<file path="config.mk">
export PLATFORM = sky130hd
export DESIGN_NAME = divisor_fixed
export DESIGN_NICKNAME = d
export VERILOG_FILES = /design/src/rtl/divisor_fixed_pkg.sv /design/src/rtl/sat_trunc_fixed.sv /design/src/rtl/divisor_fixed.sv
export SDC_FILE = /design/constraint.sdc
export NUM_CORES = 1
export LEC_CHECK = 0
export ABC_CLOCK_PERIOD_IN_PS = 2300
export CAP_MARGIN = 20
export CORE_MARGIN = 10
export CORE_UTILIZATION = 25
export DETAILED_ROUTE_END_ITERATION = 6
export DONT_BUFFER_PORTS = 1
export PLACE_DENSITY_LB_ADDON = 0.2
export SLEW_MARGIN = 20
export SYNTH_ARGS = -nofsm -noshare
export SYNTH_HDL_FRONTEND = slang
export SYNTH_SLANG_ARGS = --single-unit
</file>
<file path="constraint.sdc">
create_clock -name i_clock -period 2.3 [get_ports i_clock]
set_input_delay 0.23 -clock i_clock [delete_from_list [all_inputs] [get_ports i_clock]]
set_output_delay 0.23 -clock i_clock [all_outputs]
set_load 0.005 [all_outputs]
</file>
<file path="src/rtl/divisor_fixed_pkg.sv">
// Shared definitions for the fixed-point divider.
// Holds the operand/result formats, the derived numerator shift and width,
// the FSM state encoding and the saturated result limits.
package divisor_fixed_pkg;

    // Operand and result formats: total bits / fractional bits.
    localparam int NBA  = 16;
    localparam int NBFA = 14;
    localparam int NBB  = 12;
    localparam int NBFB = 11;
    localparam int NBQ  = 11;
    localparam int NBFQ = 10;

    // The dividend is pre-shifted so that the integer quotient carries
    // exactly NBFQ fractional bits.
    localparam int SH    = NBFQ + NBFB - NBFA;
    localparam int NUM_W = NBA + SH;
    localparam int CNT_W = $clog2(NUM_W + 1);

    typedef enum logic [1:0] {
        ST_IDLE = 2'd0,
        ST_CALC = 2'd1,
        ST_DONE = 2'd2
    } state_e;

    // Saturated result limits in the NBQ-bit two's-complement format.
    localparam logic [NBQ-1:0] Q_MAX_POS = {1'b0, {(NBQ-1){1'b1}}};
    localparam logic [NBQ-1:0] Q_MAX_NEG = {1'b1, {(NBQ-1){1'b0}}};

endpackage

</file>
<file path="src/rtl/sat_trunc_fixed.sv">
// Combinational sign/magnitude to saturated two's-complement converter.
// Ports:
//   i_neg  - result sign (1 = negative)
//   i_mag  - unsigned magnitude, MAG_W bits (MAG_W >= OUT_W)
//   o_q    - OUT_W-bit two's-complement value, clipped to the
//            representable range [-2^(OUT_W-1), 2^(OUT_W-1)-1]
module sat_trunc_fixed
    import divisor_fixed_pkg::*;
#(
    parameter int MAG_W = NUM_W,
    parameter int OUT_W = NBQ
) (
    input  logic             i_neg,
    input  logic [MAG_W-1:0] i_mag,
    output logic [OUT_W-1:0] o_q
);

    localparam logic [MAG_W-1:0] POS_LIM = MAG_W'((64'd1 << (OUT_W - 1)) - 64'd1);
    localparam logic [MAG_W-1:0] NEG_LIM = MAG_W'(64'd1 << (OUT_W - 1));

    // Clip the magnitude against the sign-dependent limit, then apply the sign.
    always_comb begin
        o_q = {OUT_W{1'b0}};
        if (!i_neg) begin
            if (i_mag > POS_LIM) begin
                o_q = {1'b0, {(OUT_W-1){1'b1}}};
            end else begin
                o_q = i_mag[OUT_W-1:0];
            end
        end else begin
            // A magnitude of exactly 2^(OUT_W-1) negates onto the most
            // negative code, so only strictly larger values clip.
            if (i_mag > NEG_LIM) begin
                o_q = {1'b1, {(OUT_W-1){1'b0}}};
            end else begin
                o_q = (~i_mag[OUT_W-1:0]) + {{(OUT_W-1){1'b0}}, 1'b1};
            end
        end
    end

endmodule

</file>
<file path="src/rtl/divisor_fixed.sv">
// Sequential signed fixed-point divider, one quotient bit per cycle.
// Computes S(NBA,NBFA) / S(NBB,NBFB) -> S(NBQ,NBFQ), truncating toward zero
// and saturating; a zero divisor flags o_div_zero and returns the limit
// matching the dividend sign. Latency is constant (NUM_W+1 edges from accept).
// Ports:
//   i_clock, i_reset - clock, synchronous active-high reset
//   i_valid/o_ready  - operand handshake, accept when both high at an edge
//   i_saa_aa         - dividend, i_sbb_bb - divisor
//   o_valid          - one-cycle result strobe
//   o_sqq_qq         - quotient, o_div_zero - zero-divisor flag (both held)
module divisor_fixed
    import divisor_fixed_pkg::*;
(
    input  logic           i_clock,
    input  logic           i_reset,
    input  logic           i_valid,
    output logic           o_ready,
    input  logic [NBA-1:0] i_saa_aa,
    input  logic [NBB-1:0] i_sbb_bb,
    output logic           o_valid,
    output logic [NBQ-1:0] o_sqq_qq,
    output logic           o_div_zero
);

    generate
        if (SH < 0) begin : g_sh_check
            $error("divisor_fixed: NBFQ + NBFB - NBFA must be non-negative");
        end
    endgenerate

    state_e           state_q, state_d;
    logic [CNT_W-1:0] cnt_q, cnt_d;
    logic [NBB:0]     rem_q, rem_d;
    // Numerator bits shift out of the top while quotient bits shift in at
    // the bottom; after NUM_W steps the register holds the quotient magnitude.
    logic [NUM_W-1:0] nq_q, nq_d;
    logic [NBB-1:0]   b_mag_q, b_mag_d;
    logic             neg_q, neg_d;
    logic             a_neg_q, a_neg_d;
    logic             dz_q, dz_d;
    logic             valid_q, valid_d;
    logic             ready_q, ready_d;
    logic [NBQ-1:0]   sqq_q, sqq_d;
    logic             div_zero_q, div_zero_d;

    logic [NBA-1:0]   a_mag_s;
    logic [NBB-1:0]   b_mag_s;
    logic [NBB:0]     rem_shift_s;
    logic [NBB:0]     rem_sub_s;
    logic             fits_s;
    logic [NBQ-1:0]   sat_q_s;

    // Operand magnitudes; the most negative code maps onto 2^(N-1) unsigned.
    always_comb begin
        if (i_saa_aa[NBA-1]) begin
            a_mag_s = (~i_saa_aa) + {{(NBA-1){1'b0}}, 1'b1};
        end else begin
            a_mag_s = i_saa_aa;
        end
        if (i_sbb_bb[NBB-1]) begin
            b_mag_s = (~i_sbb_bb) + {{(NBB-1){1'b0}}, 1'b1};
        end else begin
            b_mag_s = i_sbb_bb;
        end
    end

    // One restoring-division step: shift in the next numerator bit, subtract if it fits.
    always_comb begin
        rem_shift_s = {rem_q[NBB-1:0], nq_q[NUM_W-1]};
        rem_sub_s   = rem_shift_s - {1'b0, b_mag_q};
        fits_s      = (rem_shift_s >= {1'b0, b_mag_q});
    end

    sat_trunc_fixed #(
        .MAG_W (NUM_W),
        .OUT_W (NBQ)
    ) u_sat (
        .i_neg (neg_q),
        .i_mag (nq_q),
        .o_q   (sat_q_s)
    );

    // Next-state, datapath and output-register load logic.
    always_comb begin
        state_d    = state_q;
        cnt_d      = cnt_q;
        rem_d      = rem_q;
        nq_d       = nq_q;
        b_mag_d    = b_mag_q;
        neg_d      = neg_q;
        a_neg_d    = a_neg_q;
        dz_d       = dz_q;
        sqq_d      = sqq_q;
        div_zero_d = div_zero_q;
        valid_d    = 1'b0;
        case (state_q)
            ST_IDLE: begin
                if (i_valid) begin
                    rem_d   = {(NBB+1){1'b0}};
                    nq_d    = NUM_W'(a_mag_s) << SH;
                    b_mag_d = b_mag_s;
                    neg_d   = i_saa_aa[NBA-1] ^ i_sbb_bb[NBB-1];
                    a_neg_d = i_saa_aa[NBA-1];
                    dz_d    = (i_sbb_bb == {NBB{1'b0}});
                    cnt_d   = {CNT_W{1'b0}};
                    state_d = ST_CALC;
                end else begin
                    state_d = ST_IDLE;
                end
            end
            ST_CALC: begin
                // A zero divisor makes every step "fit"; the result is
                // overridden in DONE, the steps still run for fixed latency.
                if (fits_s) begin
                    rem_d = rem_sub_s;
                end else begin
                    rem_d = rem_shift_s;
                end
                nq_d = {nq_q[NUM_W-2:0], fits_s};
                if (cnt_q == CNT_W'(NUM_W - 1)) begin
                    cnt_d   = {CNT_W{1'b0}};
                    state_d = ST_DONE;
                end else begin
                    cnt_d   = cnt_q + {{(CNT_W-1){1'b0}}, 1'b1};
                end
            end
            ST_DONE: begin
                if (dz_q) begin
                    sqq_d = a_neg_q ? Q_MAX_NEG : Q_MAX_POS;
                end else begin
                    sqq_d = sat_q_s;
                end
                div_zero_d = dz_q;
                valid_d    = 1'b1;
                state_d    = ST_IDLE;
            end
            default: begin
                state_d = ST_IDLE;
            end
        endcase
        ready_d = (state_d == ST_IDLE);
    end

    // State and datapath registers with synchronous reset.
    always_ff @(posedge i_clock) begin
        if (i_reset) begin
            state_q    <= ST_IDLE;
            cnt_q      <= {CNT_W{1'b0}};
            rem_q      <= {(NBB+1){1'b0}};
            nq_q       <= {NUM_W{1'b0}};
            b_mag_q    <= {NBB{1'b0}};
            neg_q      <= 1'b0;
            a_neg_q    <= 1'b0;
            dz_q       <= 1'b0;
            valid_q    <= 1'b0;
            ready_q    <= 1'b1;
            sqq_q      <= {NBQ{1'b0}};
            div_zero_q <= 1'b0;
        end else begin
            state_q    <= state_d;
            cnt_q      <= cnt_d;
            rem_q      <= rem_d;
            nq_q       <= nq_d;
            b_mag_q    <= b_mag_d;
            neg_q      <= neg_d;
            a_neg_q    <= a_neg_d;
            dz_q       <= dz_d;
            valid_q    <= valid_d;
            ready_q    <= ready_d;
            sqq_q      <= sqq_d;
            div_zero_q <= div_zero_d;
        end
    end

    assign o_ready    = ready_q;
    assign o_valid    = valid_q;
    assign o_sqq_qq   = sqq_q;
    assign o_div_zero = div_zero_q;

endmodule

</file>
==> results.yml, run 1 <==
setup_path:
  timing.critical_path.fanout_max: 5
  timing.critical_path.buf_inv: 2
  crit_path_cell_trace: "inv_2, ha_4, nor2b_4, o31a_1, o311a_1, a211o_4, buf_12, mux2i_2, o21ai_1"
  cp_slowest_cell: "o311a_1"
  cp.arrival_ns: 2.51
  timing.critical_path.from_type: "flop"
  largest_delay_contributor_family_on_the_critical_path: "compound AO/OA/AOI/OAI gates"
  endpoint_kind: "flop"
  criticalPathCategory: "flop to flop"
  cp_slowest_stage_delay_ns: 0.36
  worst-endpoint-required_ns: 2.52
synth:
  seq_area_frac_synth_pct: 33.4
  syn_area_per_cell_sq_um: 8.12
  yosysUniqueCellTypes: 61
  yosys_most_used_dff: "dfxtp_1"
  synth_enable_flop_cells: 0
  postSynthCellCount: 525
  synth.cell_area_sq_um: 4260
  yosys_warnings: 0
  yosys_register_bits: 71
  syn_nets: 575
  synth-async-reset-ratio_pct: 0
detailed_routing:
  drt_wl_total_mm: 12.2
  route.detailed.drc: 0
  dr.first_iter.drc_count: 215
  detail_route.first_pass.iterations: 5
  num_vias: 3937
  route.detailed.vias_per_inst: 5.00
  route.detailed.wl_per_inst_um: 15.5
  ant_nets: 0
floorplanning:
  floorplan.rows: 47
  die_width_um: 151
  die_h_um: 151
  initial_core_util_pct: 25.6
  io_pins: 45
  design.die.area_sq_um: 22700
  core_region_area_sq_um: 16600
min_path:
  min_path_type: "input pin to flop"
clocking:
  clock-root-buffer: "clkbuf_16"
  clock_tree_from_tritoncts: "built"
  numClockSinks: 71
  cts-root-to-sink-buffers: 2
  cts-htree-levels: 3
  cts_buffers: 9
  clk_pin_slew_worst_paths_ns: 0.06
  clock_insertion_delay_worst_skew_ns: 0.34
power_and_ir_drop:
  powerDensity_nw_per_um2: 862
  p_leak_nw: 2.04
  net_switching_power_of_the_design_mw: 1.41
  sequentialPowerShare_pct: 30.2
  power.ir.vdd_worst_mv: 0.355
  p_clk_share_pct: 33.2
  p_sw_share_pct: 30.5
  power_frac_comb_pct: 36.6
  p_int_mw: 3.20
global_routing:
  track_usage_pct: 10.8
  grt-ovfl-total: 0
  grt_antenna_before_repair: 0
  grt_max_degree: 59
  global_route_wire_length_before_repair_mm: 19.6
  vias_in_the_first_global_route: 3822
timing:
  relSlewSlack_pct: 57.4
  timing_worst_slew_pin_value_ns: 0.639
  timing_hold_violations_final: 0
  timing.final.crit_share_pct: 99.9
  tns_ns: 0
  count_of_endpoints_failing_setup_in_the_final_report: 0
  finalHoldWorstSlack_ns: 0.0291
  worst_clock_skew_ns: 0.00519
  max_freq_mhz: 435
  rsz0062_at_grt: "yes"
  drv_slew: 0
  final.min_clock_period_ns: 2.30
layout:
  top_library_cells_by_usage_in_the_layout_fill_and_taps_aside: "nor2_1, dfxtp_1, buf_4"
  finish.cell_count_without_fillers: 788
  layout-drive-gt1-share_pct: 21.0
  nets: 613
  most_common_cell_after_layout_fill_and_taps_aside: "nor2_1"
  antenna_cells: 0
  flow.area_growth_from_synthesis_pct: 25.4
job:
  maxCapViolCount: 0
run_status:
  outcome: "complete, no violations"
place:
  dp.cells: 765
  port_buffers: 0
  routabilityCongestion: 0.854
  dpl.hpwl_mm: 9.14
## sequential cells by signal, summed over array words and instances, names as in the netlist
| register | cells |
|---|---|
| o_div_zero | 1 |
| neg_q | 1 |
| o_sqq_qq | 11 |
| cnt_q | 5 |
| a_neg_q | 1 |
| nq_q | 23 |
| dz_q | 1 |
| o_ready | 1 |
| state_q | 2 |
| b_mag_q | 12 |
| rem_q | 12 |
| o_valid | 1 |
## worst reg2reg max path, stage by stage, from the launching register on
cell and delay (ns):
dfxtp_2 0.33, inv_2 0.04, ha_4 0.20, nor2b_4 0.12, o31a_1 0.34, o311a_1 0.36
a211o_4 0.35, buf_12 0.15, mux2i_2 0.20, o21ai_1 0.08
## Yosys cell counts (6+ instances only)
library cell   n  share of area (%)
a22oi_1       11                1.9
inv_1         27                2.4
nand2b_1       9                1.3
nand3_1       10                1.2
xor2_1        16                3.3
xnor2_1       20                4.1
nor2b_1        8                1.2
nand2_1       37                3.3
or3_1          6               0.88
clkbuf_1      20                1.8
o21ai_0       37                4.3
dfxtp_1       71                 33
ha_1          18                5.3
a211oi_1      21                3.7
a222oi_1      10                2.3
nor3_1        12                1.4
a21oi_1       31                3.6
mux2i_1        8                1.9
nor2_1        69                6.1
nor4_1         7                1.0
## per-layer routing
| metal | vias up | routed length, um | GRT usage, % |
|---|---|---|---|
| met5 | - | 0 | 0 |
| met1 | 1880 | 5550 | 13.3 |
| met2 | 61 | 5960 | 17.9 |
| li1 | 1984 | - | - |
| met3 | 12 | 470 | 2.19 |
| met4 | 0 | 199 | 4.66 |
## cells by family (layout without fill, tap and decap cells)
family	Yosys count	in the layout	share of synthesized area [%]
compound gates	152	152	24.3
xor+xnor	36	36	7.40
fa+ha+maj	19	19	5.75
buf+inv	56	99	6.28
flops	71	71	33.4
mux	8	8	1.88
simple gates	183	183	21.0
## power groups by stage
stage | registers, mW | logic, mW | clock network [mW]
global placement | 1.41 | 1.43 | 0
floorplan | 1.39 | 0.937 | 0
global route | 1.40 | 1.85 | 1.61
CTS | 1.38 | 1.52 | 1.57
finish | 1.39 | 1.69 | 1.53
detailed placement | 1.41 | 1.44 | 0
## final timing paths
| kind | from | depth (start not counted) | end | slack (ns) |
|---|---|---|---|---|
| max | b_mag_q[1] | 9 | rem_q[4] | 0.002 |
| max reg2reg | b_mag_q[1] | 9 | rem_q[4] | 0.002 |
| min | i_sbb_bb[0] | 2 | b_mag_q[0] | 0.03 |
| min reg2reg | b_mag_q[11] | 2 | b_mag_q[11] | 0.45 |
## repair_timing
item,in CTS,in global routing
cloned,0,0
hold buffers,1,0
pin swaps,7,13
hold endpoints to repair,58,0
setup endpoints to repair,13,20
gates resized for setup,13,43
setup buffers,2,4
## layout make-up
cell class | instances | area (sq um)
tap | 220 | 275
clock buffer | 13 | 260
clock inverter | 3 | 65.1
sequential | 71 | 1430
fill | 1743 | 11300
timing repair buffer | 56 | 464
multi-input combinational | 398 | 2750
inverter | 27 | 101
## per-stage QoR
step	setup WS, ns	instance area [sq um]	util (%)	total power [mW]
floorplan	0.0111	4260	-	2.33
finish	0.00237	5340	32.1	4.61
global route	-0.0828	5340	32.1	4.86
global placement	-0.0202	4750	28.6	2.84
detailed placement	-0.0690	4750	28.6	2.84
CTS	0.00770	5180	31.1	4.48
No activity file was read; power rests on OpenSTA's default activity.
==> run 2: changes to the inputs <==
--- a/config.mk
+++ b/config.mk
@@ -9,9 +9,10 @@
 export CAP_MARGIN = 20
 export CORE_MARGIN = 10
 export CORE_UTILIZATION = 25
+export CTS_CLUSTER_SIZE = 30
 export DETAILED_ROUTE_END_ITERATION = 6
 export DONT_BUFFER_PORTS = 1
-export PLACE_DENSITY_LB_ADDON = 0.2
+export HOLD_SLACK_MARGIN = 0.03
 export SLEW_MARGIN = 20
 export SYNTH_ARGS = -nofsm -noshare
 export SYNTH_HDL_FRONTEND = slang
==> run 2 against run 1 <==
Net effect:
- count of clock-buffer cells in the layout fell by 3
- routed wire length fell by 4.4%
- hold slack improved by 0.042 ns
- clock power about the same
- first-iteration DRC count grew 42%
- critical path type unchanged
- final cell count fell by 0.25%
- via count shrank 0.53%
- sequential power about the same
- sequential share of layout area grew 0.26 points
- highest routed layer unchanged
- sequential cell count unchanged
==> results.yml, run 2 (synthesis gave the netlist of run 1 again) <==
detailed_routing:
  detail_route.first_pass.iterations: 5
  ant_nets: 0
  route.detailed.wl_per_inst_um: 14.8
  drt_wl_total_mm: 11.6
  dr.first_iter.drc_count: 306
  num_vias: 3916
  route.detailed.vias_per_inst: 4.98
  route.detailed.drc: 0
clocking:
  clock_insertion_delay_worst_skew_ns: 0.34
  clock-root-buffer: "clkbuf_16"
  cts-htree-levels: 3
  numClockSinks: 71
  cts_buffers: 9
  cts-root-to-sink-buffers: 2
  clock_tree_from_tritoncts: "built"
  clk_pin_slew_worst_paths_ns: 0.06
layout:
  largest_reg_flops: 23
  layout-drive-gt1-share_pct: 18.2
  antenna_cells: 0
  max_flop_register: "nq_q"
  largestRegisters: "nq_q x23, b_mag_q x12, rem_q x12"
  flow.area_growth_from_synthesis_pct: 23.6
  postLayoutCellArea_sq_um: 5270
  postLayoutCoreUtil_pct: 31.7
  top_library_cells_by_usage_in_the_layout_fill_and_taps_aside: "nor2_1, dfxtp_1, buf_4"
  nets: 611
power_and_ir_drop:
  p_leak_nw: 2.02
  powerDensity_nw_per_um2: 861
  power.ir.vdd_worst_mv: 0.367
  power.total_mw: 4.54
timing:
  finalWorstSetupSlack_ns: 0.0384
  relSlewSlack_pct: 63.2
  finalHoldWorstSlack_ns: 0.0706
  count_of_endpoints_failing_setup_in_the_final_report: 0
  max_freq_mhz: 442
  timing_worst_slew_pin_value_ns: 0.547
  timing.final.crit_share_pct: 98.3
  timing_hold_violations_final: 0
  drv_slew: 0
  rsz0062_at_grt: "yes"
  final.min_clock_period_ns: 2.26
  worst_clock_skew_ns: 0.00618
global_routing:
  vias_in_the_first_global_route: 3625
  grt_max_degree: 59
  grt_antenna_before_repair: 0
  global_route_wire_length_before_repair_mm: 18.8
  grt-ovfl-total: 0
  track_usage_pct: 10.3
floorplanning:
  core_region_area_sq_um: 16600
  die_width_um: 151
  design.die.area_sq_um: 22700
  io_pins: 45
  die_h_um: 151
  floorplan.rows: 47
  initial_core_util_pct: 25.6
place:
  routabilityCongestion: 0.811
  preCtsSetupSlack_ns: -0.0813
  port_buffers: 0
  dpl.hpwl_mm: 8.30
  area_post_placement_sq_um: 4730
run_status:
  outcome: "complete, no violations"
setup_path:
  endpoint_kind: "flop"
  criticalPathCategory: "flop to flop"
  timing.critical_path.from_type: "flop"
  cp.arrival_ns: 2.52
  timing.critical_path.fanout_max: 7
  crit_path_cell_trace: "inv_2, ha_4, or4b_4, or3_4, a21o_1, nor3b_4, buf_6, a21oi_1, a211oi_1"
  cp_slowest_cell: "or4b_4"
  timing.critical_path.buf_inv: 2
  cp_slowest_stage_delay_ns: 0.46
  worst-endpoint-required_ns: 2.56
  largest_delay_contributor_family_on_the_critical_path: "simple AND/OR/NAND/NOR gates"
job:
  maxCapViolCount: 0
min_path:
  min_path_type: "input pin to flop"
[run 2: cell types whose count changed in the layout (fill, tap and decap cells not counted), sizes merged]
| cell | previous run | this run |
|---|---|---|
| buf | 56 | 51 |
| inv | 27 | 28 |
| clkbuf | 13 | 10 |
| clkinv | 1 | 3 |
| dlygate4sd3 | 0 | 2 |
| a211o | 2 | 3 |
[run 2: final timing paths]
kind / from / cells past startpoint / slack (ns) / endpoint
max: nq_q[0] / 9 / 0.04 / o_sqq_qq[7]
min reg2reg: b_mag_q[11] / 2 / 0.47 / b_mag_q[11]
min: i_sbb_bb[11] / 2 / 0.07 / b_mag_q[11]
max reg2reg: nq_q[0] / 9 / 0.04 / o_sqq_qq[7]
[run 2: per-stage QoR]
stage / setup TNS, ns / cells
floorplan: 0 / 525
detailed placement: -0.739 / 763
finish: 0 / 786
global placement: -0.615 / 763
global route: -0.155 / 786
CTS: 0 / 782
[run 2: report_power, final]
| group | switching (mW) | internal [mW] |
|---|---|---|
| clock network | 0.563 | 0.984 |
| logic | 0.776 | 0.831 |
| registers | 0.0697 | 1.31 |
[run 2: area by class of cell]
| cell class | count | area, sq um |
|---|---|---|
| Clock buffer | 10 | 239 |
| Clock inverter | 6 | 91.3 |
| Fill cell | 1759 | 11400 |
| Inverter | 27 | 101 |
| Multi-Input combinational cell | 399 | 2710 |
| Sequential cell | 71 | 1420 |
| Tap cell | 220 | 275 |
| Timing Repair Buffer | 53 | 427 |
[run 2: per-layer routing]
| metal | track usage [%] | vias to the layer above | share of wire [%] |
|---|---|---|---|
| li1 | - | 1974 | - |
| met1 | 13.7 | 1841 | 49 |
| met2 | 15.5 | 90 | 44 |
| met4 | 2.48 | 0 | 1.1 |
| met3 | 3.42 | 11 | 6.0 |
| met5 | 0 | - | 0 |
[run 2: repair_timing]
| action | in CTS | in global routing |
|---|---|---|
| hold endpoints to repair | 58 | 0 |
| setup buffers | 0 | 3 |
| cloned | 0 | 1 |
| hold buffers | 3 | 0 |
| resized for setup | 8 | 23 |
| pin swaps | 6 | 10 |
| setup endpoints to repair | 18 | 20 |
==> run 3: changes to the inputs <==
--- a/config.mk
+++ b/config.mk
@@ -17,3 +17,4 @@
 export SYNTH_ARGS = -nofsm -noshare
 export SYNTH_HDL_FRONTEND = slang
 export SYNTH_SLANG_ARGS = --single-unit
+export TNS_END_PERCENT = 30
==> run 3 against run 2 <==
Net effect:
- the flow now finishes with violations (DRC)
- power is essentially flat
- design area shrank 0.26%
- fmax grew 0.21%
- critical endpoint unchanged
- largest power group unchanged
- highest routed layer unchanged
==> results.yml, run 3 (synthesis gave the netlist of run 1 again) <==
floorplanning:
  io_pins: 45
  floorplan.rows: 47
  die_width_um: 151
  die_h_um: 151
  design.die.area_sq_um: 22700
  core_region_area_sq_um: 16600
  initial_core_util_pct: 25.6
global_routing:
  grt_max_degree: 59
  grt_antenna_before_repair: 0
  track_usage_pct: 10.3
  busiest_layer: "met2"
  grt-ovfl-total: 0
  globalRouteMet2Util_pct: 15.5
  vias_in_the_first_global_route: 3625
  global_routing_usage_on_met3_pct: 3.42
  global_route_wire_length_before_repair_mm: 18.8
  groute.layer.met1.usage_pct: 13.7
timing:
  max_freq_mhz: 443
  rsz0062_at_grt: "yes"
  timing.final.crit_share_pct: 98.1
  finalHoldWorstSlack_ns: 0.0706
  timing_worst_slew_pin_value_ns: 0.544
  relSlewSlack_pct: 63.3
  count_of_endpoints_failing_setup_in_the_final_report: 0
  drv_slew: 0
  finalWorstSetupSlack_ns: 0.0430
  final.min_clock_period_ns: 2.26
  worst_clock_skew_ns: 0.00461
  timing_hold_violations_final: 0
place:
  preCtsSetupSlack_ns: -0.0813
  routabilityCongestion: 0.811
  dp.cells: 763
  port_buffers: 0
  dpl.hpwl_mm: 8.30
setup_path:
  cp.arrival_ns: 2.52
  endpoint_kind: "flop"
  timing.critical_path.fanout_max: 7
  criticalPathCategory: "flop to flop"
  timing.critical_path.from_type: "flop"
  worst-endpoint-required_ns: 2.56
power_and_ir_drop:
  p_leak_nw: 2.02
  sequentialPowerShare_pct: 30.5
  p_int_mw: 3.13
  p_sw_share_pct: 31.0
  p_clk_share_pct: 34.1
  net_switching_power_of_the_design_mw: 1.41
  power_frac_comb_pct: 35.4
  powerDensity_nw_per_um2: 863
  power.ir.vdd_worst_mv: 0.367
clocking:
  numClockSinks: 71
  clock_tree_from_tritoncts: "built"
  cts-root-to-sink-buffers: 2
  cts_buffers: 9
  clock-root-buffer: "clkbuf_16"
  cts-htree-levels: 3
  clk_pin_slew_worst_paths_ns: 0.06
  clock_insertion_delay_worst_skew_ns: 0.34
layout:
  postLayoutCoreUtil_pct: 31.6
  top_library_cells_by_usage_in_the_layout_fill_and_taps_aside: "nor2_1, dfxtp_1, buf_4"
  nets: 611
  antenna_cells: 0
  max_flop_register: "nq_q"
  layout-drive-gt1-share_pct: 17.7
  finish.cell_count_without_fillers: 786
  largestRegisters: "nq_q x23, b_mag_q x12, rem_q x12"
  largest_reg_flops: 23
  filler_cell_count: 1758
  flow.area_growth_from_synthesis_pct: 23.3
detailed_routing:
  drt_wl_total_mm: 11.7
  num_vias: 3931
  ant_nets: 0
  route.detailed.vias_per_inst: 5.00
  detail_route.first_pass.iterations: 7
  route.detailed.wl_per_inst_um: 14.8
  dr.first_iter.drc_count: 298
  route.detailed.drc: 3
run_status:
  failed_checks: "DRC"
  outcome: "finished, violations left"
job:
  maxCapViolCount: 0
min_path:
  min_path_type: "input pin to flop"
run 3: path summary, 6_finish.rpt:
path,start,end,slack (ns),cells after the start
worst min register to register,b_mag_q[11],b_mag_q[11],0.47,2
worst max register to register,nq_q[0],o_sqq_qq[7],0.04,9
worst min-delay path,i_sbb_bb[11],b_mag_q[11],0.07,2
worst max-delay path,nq_q[0],o_sqq_qq[7],0.04,9
run 3: what timing repair did:
action                                  4_1_cts  5_1_grt
gates cloned                                  0        1
setup buffers                                 0        3
endpoints found under the hold margin        58        0
hold buffers                                  3        0
endpoints found under the setup margin       18       20
gates resized for setup                       8       19
pin swaps                                     6       10
run 3: cell type report:
type	instances	area [sq um]	area share, %
multi-input cells	399	2700	51.3
flip-flops and latches	71	1420	27.1
repair buffers	53	427	8.12
well taps	220	275	5.24
clock buffers	10	239	4.55
inverters	27	101	1.93
clock inverters	6	91.3	1.74
run 3: through the flow:
step	power (mW)	TNS [ns]	area, sq um
2_1_floorplan	2.33	0	4260
3_3_place_gp	2.80	-0.615	4730
3_5_place_dp	2.80	-0.739	4730
4_1_cts	4.41	0	5130
5_1_grt	4.79	-0.192	5260
6_report	4.53	0	5260
run 3: power groups by stage:
stage          Combinational [mW]  Clock (mW)  Sequential, mW
3_5_place_dp                 1.40           0            1.40
6_report                     1.60        1.55            1.38
3_3_place_gp                 1.40           0            1.40
2_1_floorplan               0.937           0            1.39
4_1_cts                      1.45        1.58            1.38
5_1_grt                      1.77        1.63            1.39
run 3: critical path: stages (launching register included):
cell	delay (ns)
dfxtp_2	0.33
inv_2	0.07
ha_4	0.12
or4b_4	0.46
or3_4	0.34
a21o_1	0.21
nor3b_4	0.21
buf_6	0.16
a21oi_1	0.07
a211oi_1	0.20
run 3: metal layers:
metal	vias up	part of all wire, %
li1	1972	-
met1	1852	49
met2	96	44
met3	11	6.0
met4	0	1.0
met5	-	0
